`src/rtl/temporizador_descendente.sv`:
```
// Loadable down-counting timer: counts load_val prescaled ticks, then emits a
// one-cycle done pulse. Supports pause, abort and retrigger.
module temporizador_descendente #(
  parameter int unsigned WIDTH    = 8,
  parameter int unsigned PRESCALE = 4
) (
  input  logic             clk,
  input  logic             rst,
  input  logic             start,
  input  logic [WIDTH-1:0] load_val,
  input  logic             pause,
  input  logic             abort,
  output logic             busy,
  output logic             done,
  output logic [WIDTH-1:0] remaining
);

  localparam int unsigned PS_W = (PRESCALE > 1) ? $clog2(PRESCALE) : 1;
  localparam logic [PS_W-1:0] PS_LAST = PS_W'(PRESCALE - 1);

  typedef enum logic [1:0] {
    ST_IDLE,
    ST_RUN,
    ST_PAUSED,
    ST_DONE
  } state_t;

  state_t          state_q,     state_d;
  logic [WIDTH-1:0] remaining_q, remaining_d;
  logic [PS_W-1:0]  prescaler_q, prescaler_d;
  logic             busy_q,      busy_d;
  logic             done_q,      done_d;
  logic             tick;

  always_comb begin
    state_d     = state_q;
    remaining_d = remaining_q;
    prescaler_d = prescaler_q;
    tick        = (prescaler_q == PS_LAST);

    unique case (state_q)
      ST_IDLE, ST_DONE: begin
        state_d = ST_IDLE;
        if (start) begin
          prescaler_d = '0;
          if (load_val == '0) begin
            state_d     = ST_DONE;
            remaining_d = '0;
          end else begin
            state_d     = ST_RUN;
            remaining_d = load_val;
          end
        end
      end

      ST_RUN, ST_PAUSED: begin
        if (abort) begin
          state_d     = ST_IDLE;
          remaining_d = '0;
          prescaler_d = '0;
        end else if (start) begin
          prescaler_d = '0;
          if (load_val == '0) begin
            state_d     = ST_DONE;
            remaining_d = '0;
          end else begin
            state_d     = ST_RUN;
            remaining_d = load_val;
          end
        end else if (pause) begin
          state_d = ST_PAUSED;
        end else begin
          // The cycle that leaves PAUSED counts like a RUN cycle, so each
          // paused cycle costs exactly one cycle of latency.
          state_d = ST_RUN;
          if (tick) begin
            prescaler_d = '0;
            if (remaining_q <= WIDTH'(1)) begin
              state_d     = ST_DONE;
              remaining_d = '0;
            end else begin
              remaining_d = remaining_q - WIDTH'(1);
            end
          end else begin
            prescaler_d = prescaler_q + PS_W'(1);
          end
        end
      end

      default: state_d = ST_IDLE;
    endcase

    busy_d = (state_d == ST_RUN) || (state_d == ST_PAUSED);
    done_d = (state_d == ST_DONE);
  end

  always_ff @(posedge clk) begin
    if (!rst) begin
      state_q     <= ST_IDLE;
      remaining_q <= '0;
      prescaler_q <= '0;
      busy_q      <= 1'b0;
      done_q      <= 1'b0;
    end else begin
      state_q     <= state_d;
      remaining_q <= remaining_d;
      prescaler_q <= prescaler_d;
      busy_q      <= busy_d;
      done_q      <= done_d;
    end
  end

  assign busy      = busy_q;
  assign done      = done_q;
  assign remaining = remaining_q;

endmodule

```
`config.mk`:
```
export PLATFORM = sky130hd
export DESIGN_NAME = temporizador_descendente
export DESIGN_NICKNAME = d
export VERILOG_FILES = /design/src/rtl/temporizador_descendente.sv
export SDC_FILE = /design/constraint.sdc
export NUM_CORES = 1
export LEC_CHECK = 0
export CAP_MARGIN = 40
export CELL_PAD_IN_SITES_DETAIL_PLACEMENT = 1
export CELL_PAD_IN_SITES_GLOBAL_PLACEMENT = 1
export CORE_AREA = 2 2 57 59
export DETAILED_ROUTE_END_ITERATION = 7
export DIE_AREA = 0 0 59 61
export PLACE_DENSITY_LB_ADDON = 0.1
export SETUP_SLACK_MARGIN = 0.05
export SKIP_CTS_REPAIR_TIMING = 1
export SLEW_MARGIN = 20
export SYNTH_ARGS = -nofsm -noshare
export SYNTH_HDL_FRONTEND = slang
export SYNTH_SLANG_ARGS = --single-unit
```
`constraint.sdc`:
```
create_clock -name clk -period 3.8 [get_ports clk]
set_input_delay 0.38 -clock clk [delete_from_list [all_inputs] [get_ports clk]]
set_output_delay 0.38 -clock clk [all_outputs]
set_load 0.01 [all_outputs]
```
# After elaboration in Yosys (flattened, before gate mapping)
# Index checks and enable logic that the tools add are counted.
# word_totals
regBits	14
latch_bits	0
ramBits	0
romBits	0
inputBits	13
out_inout_bits	10
word_cells	47
mem_count	0
# classes
add_sub_neg	2
multipliers	0
div_mod_pow	0
magnitude_cmp	1
n_eq_ne	10
shift	0
muxes	22
bitwise	0
reduce_logical	7
# ops
cell	n
two-way mux 8 bit	7
two-way mux 2 bit	12
case mux 8 bit (2 select lines)	1
equality test 2 bit, second input constant	5
<= comparator 8 x 1 -> 1 bit, second input constant	1
zero test 8 bit	1
!= test 4 bit, second input constant	2
case mux 2 bit (2 select lines)	2
subtractor 8 x 1 -> 8 bit, second input constant	1
equality test 2 x 1 -> 1 bit, second input constant	2
OR reduction 2 bit	2
AND reduction 3 bit	1
adder 2 x 1 -> 2 bit, second input constant	1
zero test 2 bit	1
!= test 2 bit, second input constant	1
AND reduction 2 bit	1
logical OR 1 bit	1

# Depth between registers and ports, before layout
# Gate-level depths: netlist of run 1.
# logic_depth
word_depth	9
ltp_mapped	8
mapped_depth_nobuf	8

# Worst setup path after synthesis of run 1
# OpenSTA, ideal clock, no wires.
# synth_timing
path_type	register to register
from	register remaining_q[4] (netlist: remaining[4])
to	register remaining_q[4] (netlist: remaining[4])
setup_ns	0.117
arrival_time_ns	1.705
t_required_ns	3.683
path_slack_ns	1.978
path_stages_with_launch	5
n_path_buf	0
period_less_slack_ns	1.822
cell_sequence	dfxtp_1 or4_4 nor4_4 o32ai_1 a32o_2
# synth_via
elab_chain_len	7
elab_cells_between_ends	8
cone_classes	add/sub (1); order compare (1); mux (6)
# synth_rtl
element	line_no	source
from (decl)	29	logic [WIDTH-1:0] remaining_q, remaining_d;
from (signal assigned)	106	remaining_q <= remaining_d;
subtractor 8 x 1 -> 8 bit or <= comparator 8 x 1 -> 1 bit (tied branches)	82, 78	
two-way mux 8 bit *	78	if (remaining_q <= WIDTH'(1)) begin
two-way mux 8 bit *	76	if (tick) begin
two-way mux 8 bit *	70	end else if (pause) begin
two-way mux 8 bit *	61	end else if (start) begin
two-way mux 8 bit *	57	if (abort) begin
case mux 8 bit (2 select lines) *	41	unique case (state_q)
# Mark *: on every way between the ends. The rest lies on a longest branch, timed or not. The select of a mux whose other input is x is not followed.
# A chain may end at the register's enable or synchronous reset.

# Worst setup path after layout of run 1
# Same ends and word-level chain as after synthesis.

==> results.ini, run 1 <==
[synthesis]
syn_area_um2=921
synth-edff-count=0
synth_cells=107
ys_seq_area_share_pct=30.4
syn_area_per_cell_um2=8.61
ys_seq_elements=14
synth_top_area_share_pct=30.4
syn-num-nets=124
yosysTopAreaCell=dfxtp_1
ys_warn_count=0
ys_types=38
async_reset_ff_share_pct=0
netlist_top_cells_area=dfxtp_1 (30%), a32o_1 (7.6%), ha_1 (5.4%)
synth_top_flop_cell=dfxtp_1

[grt]
antenna_found_initial=0
grt_start_max_net_pins=18
grt_use_total_pct=16.6
grt_pass1_wl_um=4440
overflow=0
grt_pass1_vias=919

[setup_path]
setup.worst_path.start=remaining[4]
path_class=reg -> reg
cp_slowest_cell=or4_4
path_cells=or4_4 > nor4_4 > o32ai_1 > a32o_2
worst-endpoint-required_ps=3990
cp-start-kind=flip-flop
cp.arrival_ps=2200
crit_path_max_fanout=9
r2r-start=remaining[4]
worstSetupEndpointType=flip-flop
cpPeakStageDelay_ps=590

[route]
vias=935
via_per_inst=5.81
remaining_drc_errors=0
drt_iter0_drc=34
wire_per_inst_um=16.5
antenna_left=0
wirelength_um=2650
dr.pass1.iters=4

[finish]
mostFrequentLayoutCell=clkdlybuf4s50_1
nets=146
stdcell_area_mm2=0.00120
antennaDiodeCount=0
syn2layout_area_growth_pct=30.4
final_util_pct=40.7
drive_gt1_share_pct=9.38
multi_input_area_um2=601
mostFrequentLayoutCells=clkdlybuf4s50_1 (22), dfxtp_1 (14), nor2_1 (9)
num-fill-cells=357
seqCellArea_um2=280

[die]
core_mm2=0.00295
rows=20
dieArea_mm2=0.00360
die_w_um=59
die_h_um=61
start_util_pct=31.2
ioPinCount=23

[place]
dpl_cell_area_mm2=0.00116
port_buffers=22
place_congestion=0.796
dp_hpwl_um=2060
place_ws_ps=1530

[job]
drv_cap=0

[timing]
worstMarginPinSlew_ps=544
fin_tns_setup_ps=0
clock-skew-final_ps=1.21
rsz0062_at_grt=no
fin_crit_ps=2000
finalSetupViolCount=0
slew_headroom_pct=63.6
slew_violations=0
finalHoldViolCount=0
fin_ws_ps=1800
finalCritPeriodShare_pct=52.7
max_freq_ghz=0.499

[clocking]
root_buffer=clkbuf_4
clk_pin_slew_ps=90
cts_tree=built
ctsHtreeMaxLevel=1
numCtsBuffers=3
clock_sinks=14
clk_latency_ps=290
cts_buffer_depth=2

[pwr]
vdd_ir_drop_max_v=0.000131
design_power_total_uw=413
power_density_mw_per_mm2=344
p_leak_nw=0.441

[min_path]
worstHoldPathType=reg -> reg
worstHoldStart=prescaler_q[1]

[outcome]
run_status=finished clean

==> registers in the layout (all words and copies together) (netlist names) <==
register / count
busy: 1
prescaler_q: 2
state_q: 2
done: 1
remaining: 8
==> per-stage QoR <==
step,std cells,hold slack (ps)
finish,161,522
detailed placement,157,502
floorplan,107,469
CTS,161,528
global route,161,585
global placement,157,492
==> logic make-up after synthesis <==
family,count (synthesis),synth area share (%)
mux,1,1.09
compound gates,33,28.8
fa+ha+maj,4,5.43
xor+xnor,2,1.90
simple gates,43,28.0
flops,14,30.4
buf+inv,10,4.35
==> power breakdown <==
| group | internal, mW | switching, mW |
|---|---|---|
| logic | 0.0628 | 0.0657 |
| clock network | 0.0584 | 0.0547 |
| registers | 0.156 | 0.0149 |
| total | 0.278 | 0.135 |
==> critical path: cells and delay by family, from the launching register on <==
family	cells	cell delay (ps)
AO/OA/AOI/OAI	2	460
flip-flops	1	390
AND/OR/NAND/NOR	2	1050
==> cell usage after synthesis (all sizes together) (3+ instances only) <==
master / n
a32o: 8
dfxtp: 14
clkbuf: 3
nand2: 5
o31ai: 3
buf: 3
nor4: 4
o32ai: 4
nor3: 7
inv: 4
nor2: 9
and2: 3
ha: 4
o21ai: 6
==> layer usage <==
layer / track usage [%] / part of all wire [%] / vias to the layer above
met5: 0 / 0 / -
met4: 8.12 / 1.4 / 0
met3: 2.77 / 4.8 / 5
met2: 25.1 / 46 / 25
met1: 23.0 / 48 / 444
li1: - / - / 461
==> layout make-up <==
class,instances,share of cell area [%]
clock buffer,4,3.02
timing repair buffer,23,19.0
inverter,4,1.25
multi-input combinational,83,50.0
sequential,14,23.3
tap,33,3.44
==> path summary, 6_finish.rpt <==
kind | depth (start not counted) | slack (ps) | to
min reg2reg | 2 | 520 | prescaler_q[1]
max reg2reg | 4 | 1800 | remaining[4]
max | 4 | 1800 | remaining[4]
min | 2 | 520 | prescaler_q[1]
Note: power is estimated with default switching activity, not from simulation.
==> run 2, diff against run 1 <==
clock period = 1.8 ns   (was 3.8 ns; I/O delays follow)
==> results.ini, run 2 (synthesis gave the netlist of run 1 again) <==
[finish]
nets=167  ; was 146
mostFrequentLayoutCells=clkdlybuf4s50_1 (22), buf_4 (21), dfxtp_1 (11)  ; was clkdlybuf4s50_1 (22), dfxtp_1 (14), nor2_1 (9)
syn2layout_area_growth_pct=56.8  ; was 30.4%
mostFrequentLayoutCell=clkdlybuf4s50_1  ; unchanged
finalNonFillerCells=182  ; was 161
stdcell_area_mm2=0.00144  ; was 0.00120 mm²
largest_reg_flops=8  ; unchanged
drive_gt1_share_pct=32.2  ; was 9.38%
antennaDiodeCount=0  ; unchanged

[timing]
slew_headroom_pct=65.4  ; was 63.6%
finalCritPeriodShare_pct=99.8  ; was 52.7%
worstMarginPinSlew_ps=514  ; was 544 ps
rsz0062_at_grt=yes  ; was no
finalHoldViolCount=0  ; unchanged
slew_violations=0  ; unchanged
fin_tns_setup_ps=0  ; unchanged
finalSetupViolCount=0  ; unchanged
max_freq_ghz=0.557  ; was 0.499 GHz
fin_crit_ps=1800  ; was 2000 ps
timing.hold.ws_ps=513  ; was 522 ps
clock-skew-final_ps=7.98  ; was 1.21 ps

[grt]
overflow=0  ; unchanged
grt_pass1_wl_um=4660  ; was 4440 µm
grt_start_max_net_pins=11  ; was 18
antenna_found_initial=0  ; unchanged
grt_use_total_pct=17.8  ; was 16.6%
grt_pass1_vias=1009  ; was 919

[die]
dieArea_mm2=0.00360  ; unchanged
die_h_um=61  ; unchanged
start_util_pct=31.2  ; unchanged
rows=20  ; unchanged
core_mm2=0.00295  ; unchanged
die_w_um=59  ; unchanged
ioPinCount=23  ; unchanged

[setup_path]
worst-endpoint-required_ps=1980  ; was 3990 ps
path_class=reg -> reg  ; unchanged
crit_path_max_fanout=8  ; was 9
cp-start-kind=flip-flop  ; unchanged
cp.arrival_ps=1970  ; was 2200 ps
worstSetupEndpointType=flip-flop  ; unchanged
crit_buf_inv=1  ; was 0
cp_slowest_cell=or4_4  ; unchanged
cpPeakStageDelay_ps=570  ; was 590 ps
crit_family=simple AND/OR/NAND/NOR gates  ; unchanged
path_cells=or4_4 > nor4_4 > buf_6 > o32ai_1 > a32o_1  ; was or4_4 > nor4_4 > o32ai_1 > a32o_2

[route]
antenna_left=0  ; unchanged
dr.pass1.iters=4  ; unchanged
remaining_drc_errors=0  ; unchanged
met2_length_um=1500  ; was 1220 µm
drt_iter0_drc=28  ; was 34
wire_per_inst_um=16.9  ; was 16.5 µm
route.met3.wl_um=145  ; was 128 µm
via_per_inst=5.65  ; was 5.81
wirelength_um=3080  ; was 2650 µm
vias=1028  ; was 935
wl_met1_um=1410  ; was 1260 µm
top_layer_used=met4  ; unchanged

[min_path]
worstHoldPathType=in -> reg  ; was reg -> reg

[clocking]
cts_buffer_depth=2  ; unchanged
numCtsBuffers=3  ; unchanged
root_buffer=clkbuf_4  ; unchanged
ctsHtreeMaxLevel=1  ; unchanged
clk_pin_slew_ps=100  ; was 90 ps
clk_latency_ps=280  ; was 290 ps
clock_sinks=14  ; unchanged
cts_tree=built  ; unchanged

[place]
dpl_cell_area_mm2=0.00132  ; was 0.00116 mm²
dpl.cell_count=177  ; was 157
dp_hpwl_um=2360  ; was 2060 µm
port_buffers=22  ; unchanged
place_congestion=0.799  ; was 0.796

[pwr]
vdd_ir_drop_max_v=0.000243  ; was 0.000131 V
design_power_total_uw=974  ; was 413 µW
power_density_mw_per_mm2=675  ; was 344 mW/mm²
p_leak_nw=0.573  ; was 0.441 nW

[job]
drv_cap=0  ; unchanged

[outcome]
run_status=finished clean  ; unchanged

-- run 2: cell types whose count changed in the layout (fill, tap and decap cells not counted), sizes merged --
cell,delta
buf,+21
-- run 2: report_power, final --
part           switching (mW)  internal [mW]  total, mW
sequential             0.0185          0.331      0.350
clock                   0.111          0.123      0.234
combinational           0.191          0.199      0.390
total                   0.320          0.654      0.974
-- run 2: routing by layer --
metal | GRT usage, % | vias up
li1 | - | 504
met1 | 22.8 | 495
met2 | 30.8 | 25
met3 | 2.77 | 4
met4 | 5.84 | 0
met5 | 0 | -
-- run 2: per-stage QoR --
step,utilization [%],worst slack [ps]
after CTS,45.8,-23.8
after global placement,44.6,-4.03
after floorplan,-,45.9
after global routing,48.9,-34.1
final,48.9,3.85
after detailed placement,44.6,-51.7
-- run 2: final timing paths --
kind,startpoint,to,slack [ps],cells past startpoint
worst max-delay path,remaining[5],remaining[6],4,5
worst min-delay path,load_val[0],remaining[0],510,3
worst max register to register,remaining[5],remaining[6],4,5
worst min register to register,prescaler_q[1],prescaler_q[1],520,2
-- run 2: worst register-to-register path: cells and delay by family, from the launching register on --
family,cells,cell delay [ps]
AO/OA/AOI/OAI,2,350
buffers and inverters,1,180
flip-flops,1,330
AND/OR/NAND/NOR,2,850
-- run 2: layout make-up --
class	count	area (µm²)
inverter	4	15.0
clock buffer	4	36.3
multi-input combinational	83	678
fill	358	1510
timing repair buffer	44	389
sequential	14	284
tap	33	41.3
==> run 3, diff against run 2 <==
SKIP_CTS_REPAIR_TIMING = default   (was 1)
==> results.ini, run 3 (synthesis gave the netlist of run 1 again) <==
[outcome]
run_status=finished clean  ; unchanged

[place]
port_buffers=22  ; unchanged
dpl_cell_area_mm2=0.00132  ; unchanged
dp_hpwl_um=2360  ; unchanged
dpl.cell_count=177  ; unchanged
place_congestion=0.799  ; unchanged
place_ws_ps=-51.7  ; unchanged

[timing]
finalCritPeriodShare_pct=96.9  ; was 99.8%
worstMarginPinSlew_ps=510  ; was 514 ps
finalHoldViolCount=0  ; unchanged
timing.hold.ws_ps=509  ; was 513 ps
clock-skew-final_ps=6.13  ; was 7.98 ps
finalSetupViolCount=0  ; unchanged
rsz0062_at_grt=yes  ; unchanged
slew_violations=0  ; unchanged
max_freq_ghz=0.573  ; was 0.557 GHz
slew_headroom_pct=65.7  ; was 65.4%
fin_ws_ps=55.7  ; was 3.85 ps
fin_crit_ps=1740  ; was 1800 ps

[grt]
busiest_layer=met2  ; unchanged
use_met1_pct=24.1  ; was 22.8%
gr-usage-met2_pct=31.0  ; was 30.8%
grt_use_total_pct=18.3  ; was 17.8%
antenna_found_initial=0  ; unchanged
grt_pass1_wl_um=4820  ; was 4660 µm
overflow=0  ; unchanged
grt_pass1_vias=1025  ; was 1,009
gr-usage-met3_pct=2.77  ; unchanged
grt_start_max_net_pins=11  ; unchanged

[finish]
final_util_pct=50.0  ; was 48.9%
stdcell_area_mm2=0.00148  ; was 0.00144 mm²
largest_reg_flops=8  ; unchanged
nets=170  ; was 167
mostFrequentLayoutCell=buf_4  ; was clkdlybuf4s50_1
finalNonFillerCells=185  ; was 182
antennaDiodeCount=0  ; unchanged
drive_gt1_share_pct=34.9  ; was 32.2%
syn2layout_area_growth_pct=60.3  ; was 56.8%
num-fill-cells=354  ; was 358
mostFrequentLayoutCells=buf_4 (25), clkdlybuf4s50_1 (22), dfxtp_1 (10)  ; was clkdlybuf4s50_1 (22), buf_4 (21), dfxtp_1 (11)

[clocking]
cts_tree=built  ; unchanged
hold_buffers=0
numCtsBuffers=3  ; unchanged
clk_pin_slew_ps=90  ; was 100 ps
root_buffer=clkbuf_4  ; unchanged
ctsHtreeMaxLevel=1  ; unchanged
cts_buffer_depth=2  ; unchanged
clock_sinks=14  ; unchanged
clk_latency_ps=290  ; was 280 ps

[pwr]
vdd_ir_drop_max_v=0.000240  ; was 0.000243 V
power_density_mw_per_mm2=670  ; was 675 mW/mm²
p_leak_nw=0.585  ; was 0.573 nW

[route]
wirelength_um=3120  ; was 3080 µm
dr.pass1.iters=4  ; unchanged
antenna_left=0  ; unchanged
via_per_inst=5.55  ; was 5.65
vias=1026  ; was 1,028
wire_per_inst_um=16.9  ; about the same
drt_iter0_drc=46  ; was 28
remaining_drc_errors=0  ; unchanged

[setup_path]
cp.arrival_ps=1920  ; was 1970 ps
worst-endpoint-required_ps=1980  ; about the same
path_class=reg -> reg  ; unchanged
cp-start-kind=flip-flop  ; unchanged
crit_path_max_fanout=4  ; was 8
worstSetupEndpointType=flip-flop  ; unchanged

[die]
start_util_pct=31.2  ; unchanged
rows=20  ; unchanged
die_w_um=59  ; unchanged
ioPinCount=23  ; unchanged
dieArea_mm2=0.00360  ; unchanged
die_h_um=61  ; unchanged
core_mm2=0.00295  ; unchanged

[min_path]
worstHoldPathType=in -> reg  ; unchanged

[job]
drv_cap=0  ; unchanged

-- run 3: path summary, 6_finish.rpt --
kind	start	end	slack [ps]	depth (start not counted)
min reg2reg	prescaler_q[1]	prescaler_q[1]	520	2
max reg2reg	remaining[1]	remaining[6]	60	6
min	load_val[1]	remaining[1]	510	3
max	remaining[1]	remaining[6]	60	6
-- run 3: area by class of cell --
type | instances | area, µm² | area share, %
Sequential cell | 14 | 285 | 19.3
Multi-Input combinational cell | 83 | 691 | 46.8
Timing Repair Buffer | 47 | 408 | 27.6
Clock buffer | 4 | 36.3 | 2.46
Inverter | 4 | 15.0 | 1.02
Tap cell | 33 | 41.3 | 2.80
-- run 3: power by group --
part	internal [mW]	switching, mW	leakage [nW]
clock	0.123	0.112	0.0210
sequential	0.332	0.0184	0.116
combinational	0.208	0.196	0.447
total	0.663	0.326	0.585
-- run 3: metal layers --
metal / wire length [µm] / vias up
li1: - / 512
met1: 1470 / 487
met2: 1500 / 23
met3: 121 / 4
met4: 30 / 0
met5: 0 / -
-- run 3: what timing repair did --
item / 4_1_cts / 5_1_grt
endpoints found under the hold margin: 0 / 0
setup endpoints to repair: 9 / 9
gates resized for setup: 12 / 7
pin swaps: 10 / 9
setup buffers: 3 / 1
-- run 3: per-stage QoR --
stage | power [mW] | setup TNS [ps]
2_1_floorplan | 0.530 | 0
3_3_place_gp | 0.693 | -4.03
3_5_place_dp | 0.699 | -138
4_1_cts | 0.972 | 0
5_1_grt | 1.05 | 0
6_report | 0.989 | 0
-- run 3: critical path: stages, from the launching register on --
cell	delay, ps
dfxtp_2	340
inv_1	70
ha_2	250
or3b_2	500
nor3_2	150
o32ai_2	100
a32o_1	230
